==> src/rtl/peripheral_apb4_master_queue.sv <==
// peripheral_apb4_master_queue
//  Queued APB4 master: buffers read/write commands in a small FIFO and issues
//  them back-to-back on APB4, returning one response per command with PSLVERR
//  and wait-state timeout status.
// Ports
//  PCLK, PRESET           clock, synchronous active-high reset
//  cmd_*                  command valid/ready port (write, addr, strb, wdata)
//  rsp_*                  response valid/ready port (rdata, err, timeout)
//  busy                   FIFO occupied, transfer in flight or response held
//  PSEL..PWDATA           APB4 request outputs (registered)
//  PRDATA PREADY PSLVERR  APB4 completion inputs
module peripheral_apb4_master_queue #(
    parameter int unsigned PADDR_SIZE = 16,
    parameter int unsigned PDATA_SIZE = 32,
    parameter int unsigned CMD_DEPTH  = 4,
    parameter int unsigned TIMEOUT    = 16
) (
    input  logic                    PCLK,
    input  logic                    PRESET,
    input  logic                    cmd_valid,
    output logic                    cmd_ready,
    input  logic                    cmd_write,
    input  logic [PADDR_SIZE-1:0]   cmd_addr,
    input  logic [PDATA_SIZE/8-1:0] cmd_strb,
    input  logic [PDATA_SIZE-1:0]   cmd_wdata,
    output logic                    rsp_valid,
    input  logic                    rsp_ready,
    output logic [PDATA_SIZE-1:0]   rsp_rdata,
    output logic                    rsp_err,
    output logic                    rsp_timeout,
    output logic                    busy,
    output logic                    PSEL,
    output logic                    PENABLE,
    output logic                    PWRITE,
    output logic [PADDR_SIZE-1:0]   PADDR,
    output logic [PDATA_SIZE/8-1:0] PSTRB,
    output logic [PDATA_SIZE-1:0]   PWDATA,
    input  logic [PDATA_SIZE-1:0]   PRDATA,
    input  logic                    PREADY,
    input  logic                    PSLVERR
);

    localparam int unsigned STRB_W = PDATA_SIZE / 8;
    localparam int unsigned PTR_W  = (CMD_DEPTH > 1) ? $clog2(CMD_DEPTH) : 1;
    localparam int unsigned CNT_W  = PTR_W + 1;
    localparam int unsigned TO_W   = (TIMEOUT > 1) ? $clog2(TIMEOUT) : 1;

    typedef struct packed {
        logic                  write;
        logic [PADDR_SIZE-1:0] addr;
        logic [STRB_W-1:0]     strb;
        logic [PDATA_SIZE-1:0] wdata;
    } cmd_t;

    typedef enum logic [1:0] {IDLE, SETUP, ACCESS} state_t;

    cmd_t              mem [CMD_DEPTH];
    cmd_t              head;
    logic [PTR_W-1:0]  wr_ptr;
    logic [PTR_W-1:0]  rd_ptr;
    logic [CNT_W-1:0]  count;
    logic [CNT_W-1:0]  count_next;
    logic              push;
    logic              pop;
    logic              abort;
    logic [TO_W-1:0]   wait_cnt;
    state_t            state;

    assign head = mem[rd_ptr];
    assign push = cmd_valid && cmd_ready;
    assign busy = (count != '0) || (state != IDLE) || rsp_valid;

    // Pop decision: start from IDLE once the response slot is free, or chain
    // straight from a completing ACCESS when the consumer is taking responses.
    always_comb begin
        pop   = 1'b0;
        abort = 1'b0;
        case (state)
            IDLE:    pop = (count != '0) && !rsp_valid;
            ACCESS: begin
                pop   = PREADY && (count != '0) && rsp_ready;
                abort = !PREADY && (TIMEOUT != 0) && (wait_cnt == TO_W'(TIMEOUT - 1));
            end
            default: ;
        endcase
    end

    assign count_next = count + CNT_W'(push) - CNT_W'(pop);

    // Command storage; contents need no reset since count gates every read.
    always_ff @(posedge PCLK) begin
        if (push) begin
            mem[wr_ptr] <= '{write: cmd_write, addr: cmd_addr, strb: cmd_strb, wdata: cmd_wdata};
        end
    end

    // FIFO pointers, occupancy and registered ready.
    always_ff @(posedge PCLK) begin
        if (PRESET) begin
            wr_ptr    <= '0;
            rd_ptr    <= '0;
            count     <= '0;
            cmd_ready <= 1'b0;
        end else begin
            if (push) wr_ptr <= wr_ptr + PTR_W'(1);
            if (pop)  rd_ptr <= rd_ptr + PTR_W'(1);
            count     <= count_next;
            cmd_ready <= (count_next != CNT_W'(CMD_DEPTH));
        end
    end

    // APB sequencing and response register.
    always_ff @(posedge PCLK) begin
        if (PRESET) begin
            state       <= IDLE;
            PSEL        <= 1'b0;
            PENABLE     <= 1'b0;
            PWRITE      <= 1'b0;
            PADDR       <= '0;
            PSTRB       <= '0;
            PWDATA      <= '0;
            wait_cnt    <= '0;
            rsp_valid   <= 1'b0;
            rsp_rdata   <= '0;
            rsp_err     <= 1'b0;
            rsp_timeout <= 1'b0;
        end else begin
            if (rsp_valid && rsp_ready) rsp_valid <= 1'b0;

            case (state)
                SETUP: begin
                    PENABLE <= 1'b1;
                    state   <= ACCESS;
                end
                ACCESS: begin
                    if (PREADY) begin
                        rsp_valid   <= 1'b1;
                        rsp_rdata   <= PWRITE ? '0 : PRDATA;
                        rsp_err     <= PSLVERR;
                        rsp_timeout <= 1'b0;
                        PENABLE     <= 1'b0;
                        PSEL        <= 1'b0;
                        state       <= IDLE;
                    end else if (abort) begin
                        rsp_valid   <= 1'b1;
                        rsp_rdata   <= '0;
                        rsp_err     <= 1'b1;
                        rsp_timeout <= 1'b1;
                        PENABLE     <= 1'b0;
                        PSEL        <= 1'b0;
                        state       <= IDLE;
                    end else begin
                        wait_cnt <= wait_cnt + TO_W'(1);
                    end
                end
                default: ;
            endcase

            // A pop overrides the IDLE fall-back above so PSEL stays high on chains.
            if (pop) begin
                PADDR    <= head.addr;
                PWRITE   <= head.write;
                PWDATA   <= head.write ? head.wdata : '0;
                PSTRB    <= head.write ? head.strb : '0;
                PSEL     <= 1'b1;
                PENABLE  <= 1'b0;
                wait_cnt <= '0;
                state    <= SETUP;
            end
        end
    end

endmodule

==> config.mk <==
export PLATFORM = sky130hd
export DESIGN_NAME = peripheral_apb4_master_queue
export DESIGN_NICKNAME = d
export VERILOG_FILES = /design/src/rtl/peripheral_apb4_master_queue.sv
export SDC_FILE = /design/constraint.sdc
export NUM_CORES = 1
export LEC_CHECK = 0
export ABC_AREA = 1
export ABC_CLOCK_PERIOD_IN_PS = 4800
export CORE_ASPECT_RATIO = 0.7
export CORE_MARGIN = 3
export CORE_UTILIZATION = 35
export DETAILED_ROUTE_END_ITERATION = 16
export SYNTH_ARGS = -nofsm -noshare
export SYNTH_HDL_FRONTEND = slang
export SYNTH_SLANG_ARGS = --single-unit
export TNS_END_PERCENT = 30
==> constraint.sdc <==
create_clock -name PCLK -period 4.8 [get_ports PCLK]
set_input_delay 0.48 -clock PCLK [delete_from_list [all_inputs] [get_ports PCLK]]
set_output_delay 0.48 -clock PCLK [all_outputs]
set_load 0.02 [all_outputs]
==> results of run 1 <==
## final cells by class
type	instances	area, sq um	share of cell area [%]
Clock buffer	37	808	5.06
Multi-Input combinational cell	708	3180	19.9
Tap cell	472	591	3.69
Antenna cell	1	2.50	0.0157
Timing Repair Buffer	195	1920	12.0
Clock inverter	20	221	1.39
Sequential cell	317	8470	53.0
Inverter	208	785	4.91
## metrics by stage
step / instance area, sq um / hold WS, ns
6_report: 16000 / 0.447
5_1_grt: 16000 / 0.469
4_1_cts: 16000 / 0.450
3_5_place_dp: 15000 / 0.436
3_3_place_gp: 15000 / 0.431
2_1_floorplan: 12700 / 0.456
## synthesized netlist by cell type (all sizes together) (2+ instances only)
cell and number:
nand2 334, edfxtp 212, inv 206, nor2 149, dfxtp 105, nand3 78, o21ai 67, buf 40
nand4 36, clkbuf 25, o22ai 16, a21oi 12, ha 7, xor2 3, clkinv 2, nor3 2
xnor2 2
## worst min-delay path by stage
stage / slack [ns] / depth (start not counted) / endpoint
floorplan: 0.46 / 2 / wait_cnt[1]
global placement: 0.43 / 2 / PADDR[11]
detailed placement: 0.44 / 2 / PADDR[15]
CTS: 0.45 / 2 / PADDR[15]
global route: 0.47 / 2 / PADDR[7]
finish: 0.45 / 2 / PADDR[6]
## placed cells by master, fill, tap and decap left out, types with 13 or more instances in the layout
| master | n |
|---|---|
| clkbuf_16 | 31 |
| nand4_1 | 36 |
| clkdlybuf4s50_1 | 182 |
| inv_1 | 200 |
| nor2_1 | 143 |
| nand3_1 | 78 |
| buf_4 | 13 |
| o22ai_1 | 16 |
| edfxtp_1 | 212 |
| nand2_1 | 328 |
| o21ai_0 | 61 |
| dfxtp_1 | 103 |
## state kept, by name, indices dropped and copies added (netlist names), named ones only
signal / flops
rsp_timeout: 1
wait_cnt: 4
rsp_err: 1
count: 3
PSTRB: 4
wr_ptr: 2
rsp_rdata: 32
mem: 212
PSEL: 1
PWDATA: 32
PADDR: 16
state: 1
rd_ptr: 2
cmd_ready: 1
PENABLE: 1
PWRITE: 1
rsp_valid: 1
## metal layers
| metal | global-route usage [%] | up-vias |
|---|---|---|
| met2 | 23.4 | 244 |
| met3 | 3.19 | 38 |
| met4 | 3.32 | 0 |
| li1 | - | 4484 |
| met5 | 0 | - |
| met1 | 21.8 | 4159 |
## worst max-delay path: cells and delay by family, from the launching register on
kind                     cells  cell delay (ns)
flip-flops                   1             0.41
buffers and inverters        3             0.54
adder cells (fa/ha/maj)      3             0.91
AND/OR/NAND/NOR              3             0.32
AO/OA/AOI/OAI                2             0.19
## power by group through the flow
| stage | clock, mW | sequential, mW | combinational [mW] |
|---|---|---|---|
| 2_1_floorplan | 0 | 3.82 | 1.54 |
| 3_3_place_gp | 0 | 3.59 | 2.77 |
| 3_5_place_dp | 0 | 3.59 | 2.80 |
| 4_1_cts | 2.55 | 3.54 | 2.82 |
| 5_1_grt | 2.65 | 3.58 | 3.09 |
| 6_report | 2.48 | 3.53 | 2.77 |
## cell families (layout without fill, tap and decap cells)
family / count (synthesis) / after routing / share of synthesized area [%]
xor gates and xnor gates: 5 / 5 / 0.344
other: 0 / 1 / 0
AOI/OAI and AO/OA: 95 / 95 / 3.92
buffers and inverters: 273 / 460 / 8.88
adders and majority gates: 8 / 8 / 0.844
and+or+nand+nor: 600 / 600 / 19.6
DFF: 317 / 317 / 66.4
==> metrics, run 1 <==
worst r2r src=PENABLE; Rows=57; YS warnings=0; initial antenna violation count=1; Post-Syn Nets=1397; register area share after synthesis=about two thirds; Initial Utilization=a little over a third; drt pass-1 iters=7; setup TNS=0 ns; RSZ-0062 raised after global routing=false; total power=8.78 mW; Via density=roughly 4.6; GP Congestion=between 0.7 and 0.8; DR DRC count=0; via count=8925; Routed WL=slightly above 30 mm; Global Route Usage Sum=about 15%; vias in the first global route=just under 9000; Worst VDD drop=about 0.00031 V; clk_lat worst skew=~0.57 ns; ys flop type=edfxtp_1; final worst-path cycle share=between 50% and 60%; worst hold start=PADDR[6]; CTS Sinks=~320; outcome=completed; Syn Std Cell Area=~0.013 sq mm; CTS resizes=0; worst reg2reg path depth=11; Psw=roughly 3 mW; leakage power figure=~6.6 nW; max-cap viol count=0; area growth from synthesis to layout=25.4%; PortBufs=182; critical path's most frequent cell=ha_1; Final Non-Filler Cells=slightly below 2000; Placed Cells incl. Taps=1900; Critical path origin=PENABLE; dpl hpwl=roughly 18 mm; final setup violation count=0; worst path cell trace=inv_2 > nor2_4 > nand2_2 > a21oi_4 > buf_4 > ha_1 > inv_1 > ha_1 > fa_1 > nor2_1 > a21oi_1; max_slew headroom=24.8%; Critical Path Slowest Stage Cell=fa_1; post-route worst setup slack=between 2 and 2.5 ns; Post-CTS Hold Buffers=0; biggest area consumer among synthesized cells=edfxtp_1; post-synthesis cell count=about 1300; final core utilization=45.3%; Setup Skew=roughly 0.0071 ns; type of the worst setup path=reg2reg; met2 wire length=about 13 mm; die height=approximately 170 um; DRT antenna net count=0; final hold violations=0; H-tree depth=1; Worst Setup EP=cmd_ready; top-area cell type share of the netlist area=between 40 and 50%; Critical Path Start Type=flip-flop; Slowest Stage Delay on Critical Path=roughly 0.43 ns; max layer used=met4; Area contributors post-synth=edfxtp_1 50%, dfxtp_1 16%, nand2_1 9.7%; CTS buffer count=31; Die W=around 230 um; Tmin final=2.51 ns; I/O Pins=183; final net count=1560; CTS tree=done; Avg WL per Cell=between 15 and 20 um; P_int=~5.8 mW; initial DRC count=about 530; die area=0.0388 sq mm; met1 wire length=14.7 mm; grt total ovfl=0; hold crit path type=reg2reg; Post-synth EDFFs=~210; Max FO, Critical Path=39; #FFs+latches synth=between 300 and 400; flop2flop setup slack=roughly 2.3 ns; average size of a mapped cell=between 9 and 10 sq um; crit path DAT=slightly below 3 ns; Flop pwr share=40.2%; Cell Pwr Density=550 mW/mm^2; core area=about 0.035 sq mm; Comb pwr share=31.6%; share of cells above drive strength 1=under 10%; Net Sw Frac=34.3%; Critical Path End Type=flip-flop; Max clock buf depth=3; Worst Max-Slew Pin Slew=around 1.1 ns; final-report max-slew violation count=0; unique cell type count in the Yosys netlist=30; met3 wire len=2.00 mm; layout filler cell count=around 3300; CTS clk-pin slew, worst paths=about 0.060 ns; CP Data Required Time=5.22 ns; RR Endpoint=cmd_ready; Setup Buffers After CTS=0; post-place setup slack=approximately 1.8 ns; fmax=about 0.4 GHz; largest net degree at the start of global routing=between 90 and 100; root buffer cell=clkbuf_16; first-pass GRT wire length=~47 mm; clock network power share=around 28%; Async SR Flop Fraction=0%
Power figures use the tool's default switching activity.
==> run 2, diff against run 1 <==
--- a/config.mk
+++ b/config.mk
@@ -6,7 +6,7 @@
 export NUM_CORES = 1
 export LEC_CHECK = 0
 export ABC_AREA = 1
-export ABC_CLOCK_PERIOD_IN_PS = 4800
+export ABC_CLOCK_PERIOD_IN_PS = 2000
 export CORE_ASPECT_RATIO = 0.7
 export CORE_MARGIN = 3
 export CORE_UTILIZATION = 35
==> constraint.sdc (replaced) <==
create_clock -name PCLK -period 2 [get_ports PCLK]
set_input_delay 0.2 -clock PCLK [delete_from_list [all_inputs] [get_ports PCLK]]
set_output_delay 0.2 -clock PCLK [all_outputs]
set_load 0.02 [all_outputs]
==> metrics, run 2 (same netlist as run 1, synthesis figures left out) <==
hold slack=0.328 ns (-0.119 ns); core area=0.0353 sq mm (unchanged); die area=0.0388 sq mm (unchanged); DRT antenna net count=0 (unchanged); Rows=57 (unchanged); PortBufs=182 (unchanged); CP Buf/Inv Count=1 (-2); hold crit path type=in2reg; Tmin final=1.92 ns (-0.591 ns); CTS clk-pin slew, worst paths=0.06 ns (about the same); clk_lat worst skew=0.51 ns (-0.06 ns); first-pass GRT wire length=48.3 mm (+2.8%); RSZ-0062 raised after global routing=false; crit path DAT=2.30 ns (-0.63 ns); Max clock buf depth=3 (unchanged); leakage power figure=6.83 nW (+2.8%); Initial Utilization=36.1% (unchanged); Critical Path End Type=flip-flop; Post-DP Area=0.0152 sq mm (+1.9%); Setup Skew=0.0125 ns (+0.00539 ns); CTS Sinks=317 (unchanged); outcome=completed; delay-heaviest family, CP=adder cells; DR DRC count=0 (unchanged); dpl hpwl=18.5 mm (+1.6%); Crit path depth=9 (-2); area growth from synthesis to layout=28.5%; die height=166 um (unchanged); Slowest Stage Delay on Critical Path=0.44 ns (about the same); final setup violation count=0 (unchanged); drt pass-1 iters=5 (-2); worst path cell trace=nor2_4 > nand2_2 > a21oi_4 > ha_4 > inv_2 > ha_2 > fa_1 > nor2_1 > a21oi_1; Post-CTS Hold Buffers=0 (unchanged); initial DRC count=582 (+10%); root buffer cell=clkbuf_16; most frequent cells in the layout=328 x nand2_1, 212 x edfxtp_1, 199 x inv_1; initial antenna violation count=2 (+1); max reg flops=212 (unchanged); ant diodes=0 (-1); Worst VDD drop=0.000738 V (+140%); Critical Path Start Type=flip-flop; Die W=234 um (unchanged); Cell Pwr Density=1330 mW/mm^2 (+140%); Worst Max-Slew Pin Slew=0.634 ns (-0.494 ns); CP Data Required Time=2.38 ns (-2.84 ns); Routed WL=30.8 mm (+1.5%); grt total ovfl=0 (unchanged); H-tree depth=2 (+1); via count=9052 (+1.4%); finished layout cell area=0.0164 sq mm (+2.5%); Avg WL per Cell=15.6 um (+0.34%); Critical Path Slowest Stage Cell=fa_1; final hold violations=0 (unchanged); type of the worst setup path=reg2reg; flop2flop setup slack=0.08 ns (-2.21 ns); final core utilization=46.4% (+1.1 points); most common cell after layout, fill and taps aside=nand2_1; total power=21.7 mW (+150%); largest registers=mem: 212 flops, PWDATA: 32 flops, rsp_rdata: 32 flops; hold depth=1 (-1); max-cap viol count=0 (unchanged); Via density=4.57 (+0.25%); CTS tree=done; CTS buffer count=34 (+9.7%); final net count=1583 (+1.5%); fmax=0.521 GHz (+31%); max_slew headroom=57.7% (+33 points); final-report max-slew violation count=0 (unchanged); vias in the first global route=8797 (+1.7%); Max FO, Critical Path=4 (-90%); share of cells above drive strength 1=7.49% (+2.1 points); largest reg by FF count=mem; I/O Pins=183 (unchanged); worst reg2reg path depth=9 (-2); layout filler cell count=3300 (-1.5%); GP Congestion=0.779 (+4.9%); largest net degree at the start of global routing=107 (+13%); Global Route Usage Sum=15.6% (+0.52 points); final worst-path cycle share=95.9% (+44 points)
-- run 2: changes by cell type in the layout (fill, tap and decap cells not counted), sizes merged --
cell / previous run / this run
buf: 13 / 33
diode: 1 / 0
dlygate4sd2: 0 / 1
clkinv: 15 / 13
clkdlybuf4s50: 182 / 181
bufinv: 5 / 2
clkbuf: 37 / 46
-- run 2: stage by stage --
| step | setup WS, ns | cells | TNS (ns) |
|---|---|---|---|
| after floorplan | -0.505 | 1298 | -107.58 |
| after global placement | -0.228 | 1920 | -0.587 |
| after detailed placement | -0.266 | 1920 | -0.908 |
| after CTS | 0.0286 | 1981 | 0 |
| after global routing | 0.00140 | 1981 | 0 |
| final | 0.0824 | 1981 | 0 |
-- run 2: report_power, final --
| group | internal [mW] | switching [mW] | leakage [nW] |
|---|---|---|---|
| Clock | 3.72 | 2.51 | 0.548 |
| Sequential | 8.01 | 0.456 | 2.78 |
| Combinational | 2.60 | 4.45 | 3.50 |
-- run 2: repair_timing --
action / in CTS / in global routing
resized for setup: 2 / 8
pin swaps: 0 / 4
hold endpoints to repair: 0 / 0
setup endpoints to repair: 2 / 2
buffers inserted: 0 / 0
-- run 2: cell type report --
cell class | instances | area, sq um | share of cell area, %
clock inverter | 15 | 128 | 0.779
tap | 472 | 591 | 3.61
clock buffer | 46 | 983 | 6.00
sequential | 317 | 8480 | 51.8
inverter | 208 | 785 | 4.79
timing repair buffer | 215 | 2210 | 13.5
multi-input combinational | 708 | 3210 | 19.6
-- run 2: path summary, 6_finish.rpt --
path                to          from
min reg2reg   PADDR[7]      PADDR[7]
min          mem[3][3]  cmd_wdata[3]
max          cmd_ready       PENABLE
max reg2reg  cmd_ready       PENABLE
-- run 2: per-layer routing --
metal  GRT usage [%]  wire (um)
met2            24.8      13600
met3            3.54       2060
met1            22.0      14700
met5               0         37
met4            3.27        468
